--- src/rtl/evt_xbar_pkg.sv ---
// Shared types and defaults for the event crossbar destination endpoint.
package evt_xbar_pkg;

  typedef enum logic {
    IDLE,
    DELIVER
  } evt_xbar_dst_state_e;

  localparam int unsigned EVT_XBAR_CNT_WIDTH_DEF = 16;

endpackage

--- src/rtl/evt_xbar_sat_cnt.sv ---
// Saturating up-counter: +1 per cycle with inc, sticks at all-ones, clear wins over inc.
// Latency 1 cycle (registered count); no backpressure.
module evt_xbar_sat_cnt #(
  parameter int unsigned WIDTH = 16
) (
  input  logic             clk_i,
  input  logic             rst_ni,
  input  logic             inc,
  input  logic             clear,
  output logic [WIDTH-1:0] cnt
);

  always_ff @(posedge clk_i or negedge rst_ni) begin
    if (!rst_ni) begin
      cnt <= '0;
    end else if (clear) begin
      cnt <= '0;
    end else if (inc && (cnt != '1)) begin
      cnt <= cnt + WIDTH'(1);
    end
  end

endmodule

--- src/rtl/evt_crossbar_dst_dev.sv ---
// Multicasts one upstream event to a masked set of crossbar ports; latency 1, holds until every target accepts,
// upstream stalls while held (ready_o reopens combinationally on the final handshake). Counters: EVT_XBAR_DST_CNT_EN.
module evt_crossbar_dst_dev
  import evt_xbar_pkg::*;
#(
  parameter type         T         = logic,
  parameter int unsigned SRC_PORTS = 4
`ifdef EVT_XBAR_DST_CNT_EN
  ,
  parameter int unsigned CNT_WIDTH = EVT_XBAR_CNT_WIDTH_DEF
`endif
) (
  input  logic                 clk_i,
  input  logic                 rst_ni,
  input  T                     data_i,
  input  logic                 valid_i,
  output logic                 ready_o,
  input  logic [SRC_PORTS-1:0] dst_mask_i,
  output T                     data_o [SRC_PORTS],
  output logic [SRC_PORTS-1:0] valid_o,
  input  logic [SRC_PORTS-1:0] ready_i,
  output logic                 clean_o,
  output logic                 busy_o
`ifdef EVT_XBAR_DST_CNT_EN
  ,
  output logic [CNT_WIDTH-1:0] evt_cnt_o,
  output logic [CNT_WIDTH-1:0] drop_cnt_o
`endif
);

  evt_xbar_dst_state_e  state_q;
  T                     data_q;
  logic [SRC_PORTS-1:0] pend_q;
  logic [SRC_PORTS-1:0] pend_nxt;
  logic                 deliver;
  logic                 last;
  logic                 accept;
  logic                 load;
  logic                 drop;

  assign deliver  = (state_q == DELIVER);
  assign pend_nxt = pend_q & ~ready_i;
  assign last     = deliver && (pend_nxt == '0);
  assign ready_o  = !deliver || last;
  assign accept   = valid_i && ready_o;
  assign load     = accept && (dst_mask_i != '0);
  assign drop     = accept && (dst_mask_i == '0);

  assign clean_o = last;
  assign busy_o  = deliver;
  assign valid_o = deliver ? pend_q : '0;

  for (genvar k = 0; k < SRC_PORTS; k++) begin : g_fanout
    assign data_o[k] = data_q;
  end

  // A final handshake and a new upstream accept may share a cycle, so load wins over retire.
  always_ff @(posedge clk_i or negedge rst_ni) begin
    if (!rst_ni) begin
      state_q <= IDLE;
      pend_q  <= '0;
      data_q  <= '0;
    end else if (load) begin
      state_q <= DELIVER;
      pend_q  <= dst_mask_i;
      data_q  <= data_i;
    end else if (accept || last) begin
      state_q <= IDLE;
      pend_q  <= '0;
    end else if (deliver) begin
      pend_q  <= pend_nxt;
    end
  end

`ifdef EVT_XBAR_DST_CNT_EN
  evt_xbar_sat_cnt #(.WIDTH(CNT_WIDTH)) u_evt_cnt (
    .clk_i  (clk_i),
    .rst_ni (rst_ni),
    .inc    (last),
    .clear  (1'b0),
    .cnt    (evt_cnt_o)
  );

  evt_xbar_sat_cnt #(.WIDTH(CNT_WIDTH)) u_drop_cnt (
    .clk_i  (clk_i),
    .rst_ni (rst_ni),
    .inc    (drop),
    .clear  (1'b0),
    .cnt    (drop_cnt_o)
  );
`endif

endmodule
--- config.mk ---
export PLATFORM = sky130hd
export DESIGN_NAME = evt_crossbar_dst_dev
export DESIGN_NICKNAME = d
export VERILOG_FILES = /design/src/rtl/evt_xbar_pkg.sv /design/src/rtl/evt_xbar_sat_cnt.sv /design/src/rtl/evt_crossbar_dst_dev.sv
export SDC_FILE = /design/constraint.sdc
export NUM_CORES = 1
export LEC_CHECK = 0
export ABC_AREA = 1
export CAP_MARGIN = 20
export CORE_AREA = 2 2 42 44
export CTS_CLUSTER_SIZE = 8
export DETAILED_ROUTE_END_ITERATION = 8
export DIE_AREA = 0 0 44 46
export GPL_TIMING_DRIVEN = 0
export HOLD_SLACK_MARGIN = 0.05
export PLACE_DENSITY = 0.72
export SLEW_MARGIN = 20
export SYNTH_ARGS = -nofsm -noshare
export SYNTH_HDL_FRONTEND = slang
export SYNTH_SLANG_ARGS = --single-unit
--- constraint.sdc ---
create_clock -name clk_i -period 2.6 [get_ports clk_i]
set_input_delay 0.52 -clock clk_i [delete_from_list [all_inputs] [get_ports clk_i]]
set_output_delay 0.52 -clock clk_i [all_outputs]
set_load 0.02 [all_outputs]
Word level (Yosys, flattened, before mapping) --
Cells that the tools add are included. W data, S select, Z words.
Storage, ports and cells: bits in registers 6, bits of input ports 12, output and inout port bits 11, word-level logic and storage cells 21
Operators by class: mux-type cells 6, bitwise logic cells 2, reductions and logical operators 10
Operators by type and width (count):
- $mux W4 | 4
- $and A4 B4 Y4 | 1
- $logic_not A4 Y1 | 1
- $not A4 Y4 | 1
- $reduce_bool A4 Y1 | 1
- $logic_and A1 B1 Y1 | 3
- $reduce_bool A3 Y1 | 1
- $logic_or A1 B1 Y1 | 2
- $mux W1 | 2
- $reduce_bool A2 Y1 | 1
- $logic_not A1 Y1 | 1

Depth between registers and ports, before layout --
Gate-level depths: netlist (run 1).
depth after elaboration 9, depth in mapped cells 8, depth with buffers taken out 8

Worst setup path after synthesis (run 1) --
Ideal clock, no wire load.
path type register to output, from reg state_q (netlist: busy_o), to out clean_o, arrival 1.239 ns, path slack 0.841 ns, stages on the path, launching flop included 4, path through dfrtp_1 buf_2 inv_1 nor3_1
On the way: word-level cells in the longest chain between the ends 1
Ends and longest elaborated chain:
- start, declared | line evt_crossbar_dst_dev.sv:31 | evt_xbar_dst_state_e state_q;
- start signal, assigned | line evt_crossbar_dst_dev.sv:60 | state_q <= IDLE;
- start signal, assigned | line evt_crossbar_dst_dev.sv:64 | state_q <= DELIVER;
- start signal, assigned | line evt_crossbar_dst_dev.sv:68 | state_q <= IDLE;
- $logic_and A1 B1 Y1 | line evt_crossbar_dst_dev.sv:43 | assign last = deliver && (pend_nxt == '0);
- end, declared | line evt_crossbar_dst_dev.sv:22 | output logic clean_o,
No other way between the ends.

Worst setup path after layout (run 1) --
from in ready_i[1], to out ready_o
On the way: word-level cells in the longest chain between the ends 5
Ends and longest elaborated chain:
- start, declared | line evt_crossbar_dst_dev.sv:21 | input logic [SRC_PORTS-1:0] ready_i,
- $not A4 Y4 | line evt_crossbar_dst_dev.sv:42 | assign pend_nxt = pend_q & ~ready_i;
- $and A4 B4 Y4 | line evt_crossbar_dst_dev.sv:42
- $logic_not A4 Y1 | line evt_crossbar_dst_dev.sv:43
- $logic_and A1 B1 Y1 | line evt_crossbar_dst_dev.sv:43
- $logic_or A1 B1 Y1 | line evt_crossbar_dst_dev.sv:44 | assign ready_o = !deliver || last;
- end, declared | line evt_crossbar_dst_dev.sv:17 | output logic ready_o,
No other way between the ends.

==> results of run 1 <==
[where the power goes]
part           switching, mW  internal (mW)
Sequential            0.0379          0.137
Combinational          0.274          0.247
Clock                 0.0356         0.0523
Total                  0.348          0.437
[cell type report]
| class | instances | area [µm²] |
|---|---|---|
| Fill cell | 166 | 903 |
| Timing Repair Buffer | 22 | 221 |
| Multi-Input combinational cell | 37 | 204 |
| Sequential cell | 6 | 150 |
| Inverter | 15 | 56.3 |
| Buffer | 5 | 35.0 |
| Clock buffer | 3 | 22.5 |
| Tap cell | 17 | 21.3 |
[metal layers]
metal / wire length, µm / part of all wire [%] / track usage (%)
met3: 53 / 5.5 / 2.78
met2: 459 / 48 / 17.1
met5: 0 / 0 / 0
met4: 8 / 0.83 / 9.09
met1: 446 / 46 / 13.4
[what timing repair did]
item	CTS	global route
gates resized for setup	1	1
setup endpoints to repair	1	1
hold buffers	0	0
[through the flow]
stage | setup TNS [ns] | hold WS [ns] | cell area, µm²
final | 0 | 0.510 | 711
after global routing | 0 | 0.548 | 711
after CTS | 0 | 0.510 | 708
after detailed placement | -0.00863 | 0.498 | 687
after global placement | -0.0183 | 0.498 | 687
after floorplan | 0 | 0.224 | 445
[sequential cells by signal, indices dropped and copies added, names as in the netlist]
signal / flops
data_q: 1
busy_o: 1
pend_q: 4
[how the worst max path moves through the flow]
stage          slack (ns)          startpoint       to
2_1_floorplan        0.84  busy_o$_DFFE_PN0P_  clean_o
3_3_place_gp        -0.02          ready_i[1]  ready_o
3_5_place_dp       -0.009          ready_i[1]  ready_o
4_1_cts              0.08          ready_i[0]  clean_o
5_1_grt              0.18          ready_i[2]  ready_o
6_report             0.27          ready_i[1]  ready_o
[kinds of logic after synthesis]
group / after synthesis / synth area share [%]
and+or+nand+nor: 30 / 34.5
buffers and inverters: 20 / 20.5
DFF: 6 / 33.7
AOI/OAI and AO/OA: 7 / 11.2
[critical path, delay by kind of cell]
family,cells,cell delay (ns)
simple gates,2,0.16
buf+inv,3,0.87
compound gates,1,0.26
[cells in the mapped netlist]
master	instances
a21oi_1	1
a31oi_1	1
buf_2	1
buf_4	4
dfrtp_1	6
inv_1	14
inv_2	1
nand2_1	14
nand2_2	2
nand2_4	1
nand3_1	3
nand3_4	1
nand4_1	3
nor2_1	4
nor2_2	1
nor3_1	1
o211ai_1	1
o21ai_0	1
o21ai_1	2
o21ai_4	1
==> results.json, run 1 <==
{
  "final_antenna_net_count": 0,
  "setup_ws_ns": 0.273,
  "fp-row-count": 15,
  "antenna_found_initial": 0,
  "die_w_um": 44,
  "min_period_ns": 2.33,
  "yosysSeqAreaShare_pct": 33.7,
  "path_class": "input pin to output port",
  "hold_viol": 0,
  "slew_violations": 0,
  "fmax_mhz": 430,
  "dp_hpwl_um": 784,
  "num_vias": 455,
  "min_to": "pend_q[1]$_DFFE_PN0P_",
  "fin_cells": 105,
  "peakVddDrop_v": 0.000491,
  "portBuffers": 22,
  "drv_cap": 0,
  "yosys_warnings": 0,
  "cp-start-kind": "input pin",
  "grt_usage_pct": 11.2,
  "synth_seq_cells": 6,
  "worst_slew_pin_slew_ns": 0.306,
  "crit_path_top_delay_cell": "clkdlybuf4s50_1",
  "drive_gt1_share_pct": 17.0,
  "r2r_setup_slack_ns": 1.38,
  "synth_fp_nets": 75,
  "cp_max_fo": 8,
  "clock_sinks": 6,
  "numCtsBuffers": 3,
  "worstSetupEndpointType": "output port",
  "grt-ovfl-total": 0,
  "synth_top_area_share_pct": 33.7,
  "relSlewSlack_pct": 79.6,
  "leakage_nw": 0.382,
  "die_height_um": 46,
  "grt_pass1_vias": 385,
  "netlist_area_um2": 445,
  "synthCells": 63,
  "critPathRequiredTime_ns": 2.08,
  "grt_pass1_wl_um": 1580,
  "drt_first_pass_iters": 4,
  "hold_path.startpoint": "pend_q[1]$_DFFE_PN0P_",
  "finalWeightedCongestion": 0.735,
  "power_density_nw_per_um2": 1100,
  "cp.arrival_ns": 1.81,
  "final_cell_mix": "20 x clkdlybuf4s50_1, 14 x nand2_1, 14 x inv_1",
  "clk_pin_slew_ns": 0.05,
  "io_pins": 23,
  "status": "finished clean",
  "rsz0062_at_grt": "no",
  "final_nets": 102,
  "worst_r2r_endpoint": "pend_q[1]$_DFFE_PN0P_",
  "areaGrowthSynthToFinish_pct": 59.6,
  "yosys.area.top_type": "dfrtp_1",
  "drt_iter0_markers": 8,
  "place_ws_ns": -0.00863,
  "post-route-drc-count": 0,
  "htreeDepth": 1,
  "die-area_um2": 2020,
  "avgSynthCellArea_um2": 7.07,
  "max_stage_delay_ns": 0.45,
  "wirelength_um": 966,
  "final_common_cell": "clkdlybuf4s50_1",
  "clock_latency_ns": 0.25,
  "finalPower_mw": 0.785,
  "diodes": 0,
  "core_um2": 1610,
  "dp_cells": 102,
  "wl_per_cell_um": 9.20,
  "r2r-start": "pend_q[1]$_DFFE_PN0P_",
  "post-cts-setup-buffers": 0,
  "period_share_pct": 89.5,
  "hold_path_class": "register to register",
  "synth_area_leaders": "dfrtp_1 34%, inv_1 12%, nand2_1 12%, buf_4 6.7%, nand4_1 4.2%",
  "clock_path_buffers": 2,
  "cts_tree": "done",
  "start_util_pct": 27.6,
  "cpMostUsedCell": "nand2_1",
  "hold_path_depth": 2,
  "crit_chain": "clkdlybuf4s50_1, inv_1, nand2_1, nand2_1, o21ai_4, dlygate4sd2_1",
  "root_buffer": "clkbuf_4",
  "final_util_pct": 44.0,
  "reg2regPathDepth": 6,
  "via_per_inst": 4.33,
  "final.setup_skew_ns": 0.00418,
  "grt_max_degree": 10,
  "setup_violations": 0,
  "synth_cell_types": 20
}
(Power assumes the default switching activity.)
==> inputs of run 2 (changes only) <==
--- a/config.mk
+++ b/config.mk
@@ -7,13 +7,13 @@
 export LEC_CHECK = 0
 export ABC_AREA = 1
 export CAP_MARGIN = 20
-export CORE_AREA = 2 2 42 44
+export CORE_AREA = 2 2 39 41
 export CTS_CLUSTER_SIZE = 8
 export DETAILED_ROUTE_END_ITERATION = 8
-export DIE_AREA = 0 0 44 46
+export DIE_AREA = 0 0 41 43
 export GPL_TIMING_DRIVEN = 0
 export HOLD_SLACK_MARGIN = 0.05
-export PLACE_DENSITY = 0.72
+export PLACE_DENSITY = 0.8
 export SLEW_MARGIN = 20
 export SYNTH_ARGS = -nofsm -noshare
 export SYNTH_HDL_FRONTEND = slang
==> results.json, run 2 (same netlist as run 1, synthesis figures left out) <==
{
  "grt_max_degree": 10,
  "largest_reg_flops": 4,
  "slew_violations": 0,
  "die-area_um2": 1760,
  "final_nets": 102,
  "die_height_um": 43,
  "grt-ovfl-total": 0,
  "power_switching_mw": 0.350,
  "grt_pass1_vias": 386,
  "die_w_um": 41,
  "grt_usage_pct": 14.5,
  "worst_slew_pin_slew_ns": 0.314,
  "cp.arrival_ns": 1.81,
  "rsz0062_at_grt": "no",
  "leakage_nw": 0.382,
  "grt_pass1_wl_um": 1670,
  "peakVddDrop_v": 0.000409,
  "final_antenna_net_count": 0,
  "clock_sinks": 6,
  "cp-start-kind": "input pin",
  "cp-startpoint": "ready_i[2]",
  "areaGrowthSynthToFinish_pct": 59.3,
  "hold_viol": 0,
  "final_util_pct": 51.3,
  "period_share_pct": 89.5,
  "numCtsBuffers": 3,
  "dp_hpwl_um": 804,
  "worst_r2r_endpoint": "pend_q[1]$_DFFE_PN0P_",
  "relSlewSlack_pct": 79.0,
  "intPower_mw": 0.437,
  "drive_gt1_share_pct": 17.0,
  "critPathRequiredTime_ns": 2.08,
  "power_density_nw_per_um2": 1110,
  "drv_cap": 0,
  "power_frac_comb_pct": 66.5,
  "seq_power_share_pct": 22.1,
  "setup_violations": 0,
  "start_util_pct": 32.2,
  "worstSetupEndpointType": "output port",
  "largest-register": "pend_q",
  "min_period_ns": 2.33,
  "io_pins": 23,
  "via_per_inst": 4.40,
  "htreeDepth": 1,
  "finalWeightedCongestion": 0.830,
  "status": "finished clean",
  "final_common_cell": "clkdlybuf4s50_1",
  "wl_per_cell_um": 9.47,
  "clock_latency_ns": 0.25,
  "r2r-start": "pend_q[1]$_DFFE_PN0P_",
  "reg2regPathDepth": 6,
  "hold-worst-slack_ns": 0.509,
  "holdBufCountCts": 0,
  "cts_tree": "done",
  "path_class": "input pin to output port",
  "final.setup_skew_ns": 0.00354,
  "final_cell_mix": "20 x clkdlybuf4s50_1, 14 x nand2_1, 14 x inv_1",
  "wirelength_um": 985,
  "clk_pin_slew_ns": 0.05,
  "cp_max_fo": 8,
  "p_sw_share_pct": 44.5,
  "clock_path_buffers": 2,
  "drt_first_pass_iters": 4,
  "core_um2": 1380,
  "hold_path_class": "input pin to asynchronous set/reset pin",
  "post-cts-setup-buffers": 0,
  "finalPower_mw": 0.787,
  "drt_iter0_markers": 10,
  "fp-row-count": 14,
  "portBuffers": 22,
  "fmax_mhz": 430,
  "r2r_setup_slack_ns": 1.35,
  "pwr-share-clk_pct": 11.5,
  "diodes": 0,
  "root_buffer": "clkbuf_4",
  "num_vias": 458,
  "post-route-drc-count": 0,
  "antenna_found_initial": 0
}
==> run 2: final cells by class <==
type	instances	area, µm²
Tap cell	16	20.0
Fill cell	131	674
Sequential cell	6	150
Clock buffer	3	22.5
Buffer	5	35.0
Multi-Input combinational cell	37	204
Timing Repair Buffer	22	221
Inverter	15	56.3
==> run 2: power by group through the flow <==
stage	Combinational [mW]	Clock, mW	Sequential (mW)
finish	0.523	0.0901	0.174
global route	0.571	0.0975	0.183
CTS	0.531	0.0922	0.174
detailed placement	0.537	0	0.175
global placement	0.524	0	0.174
floorplan	0.319	0	0.179
==> run 2: stage by stage <==
| step | area (µm²) | cells | setup TNS [ns] | setup slack (ns) |
|---|---|---|---|---|
| after CTS | 707 | 104 | 0 | 0.0669 |
| final | 709 | 104 | 0 | 0.274 |
| after global routing | 709 | 104 | 0 | 0.142 |
| after detailed placement | 686 | 101 | -0.0205 | -0.0205 |
| after floorplan | 445 | 63 | 0 | 0.841 |
| after global placement | 686 | 101 | -0.0136 | -0.0136 |
==> run 2: critical path, cell delays in order <==
cell             delay (ns)
clkdlybuf4s50_1        0.45
inv_1                  0.05
nand2_1                0.05
nand2_1                0.10
o21ai_4                0.26
dlygate4sd2_1          0.37
==> run 2: how the worst max path moves through the flow <==
stage / slack, ns / endpoint / depth (start not counted)
after floorplan: 0.84 / clean_o / 3
after global placement: -0.01 / ready_o / 6
after detailed placement: -0.02 / ready_o / 6
after CTS: 0.07 / clean_o / 6
after global routing: 0.14 / ready_o / 6
final: 0.27 / ready_o / 6
==> run 2: per-layer routing <==
metal / global-route usage, % / vias up / share of wire [%] / wire (µm)
met1: 20.5 / 193 / 44 / 433
met3: 3.14 / 5 / 4.7 / 46
met2: 18.8 / 15 / 47 / 463
li1: - / 245 / - / -
met4: 10.0 / 0 / 4.3 / 42
met5: 0 / - / 0 / 0
==> run 2: repair_timing <==
item                       4_1_cts  5_1_grt
gates resized for setup          1        1
setup endpoints to repair        1        1
cloned                           0        0
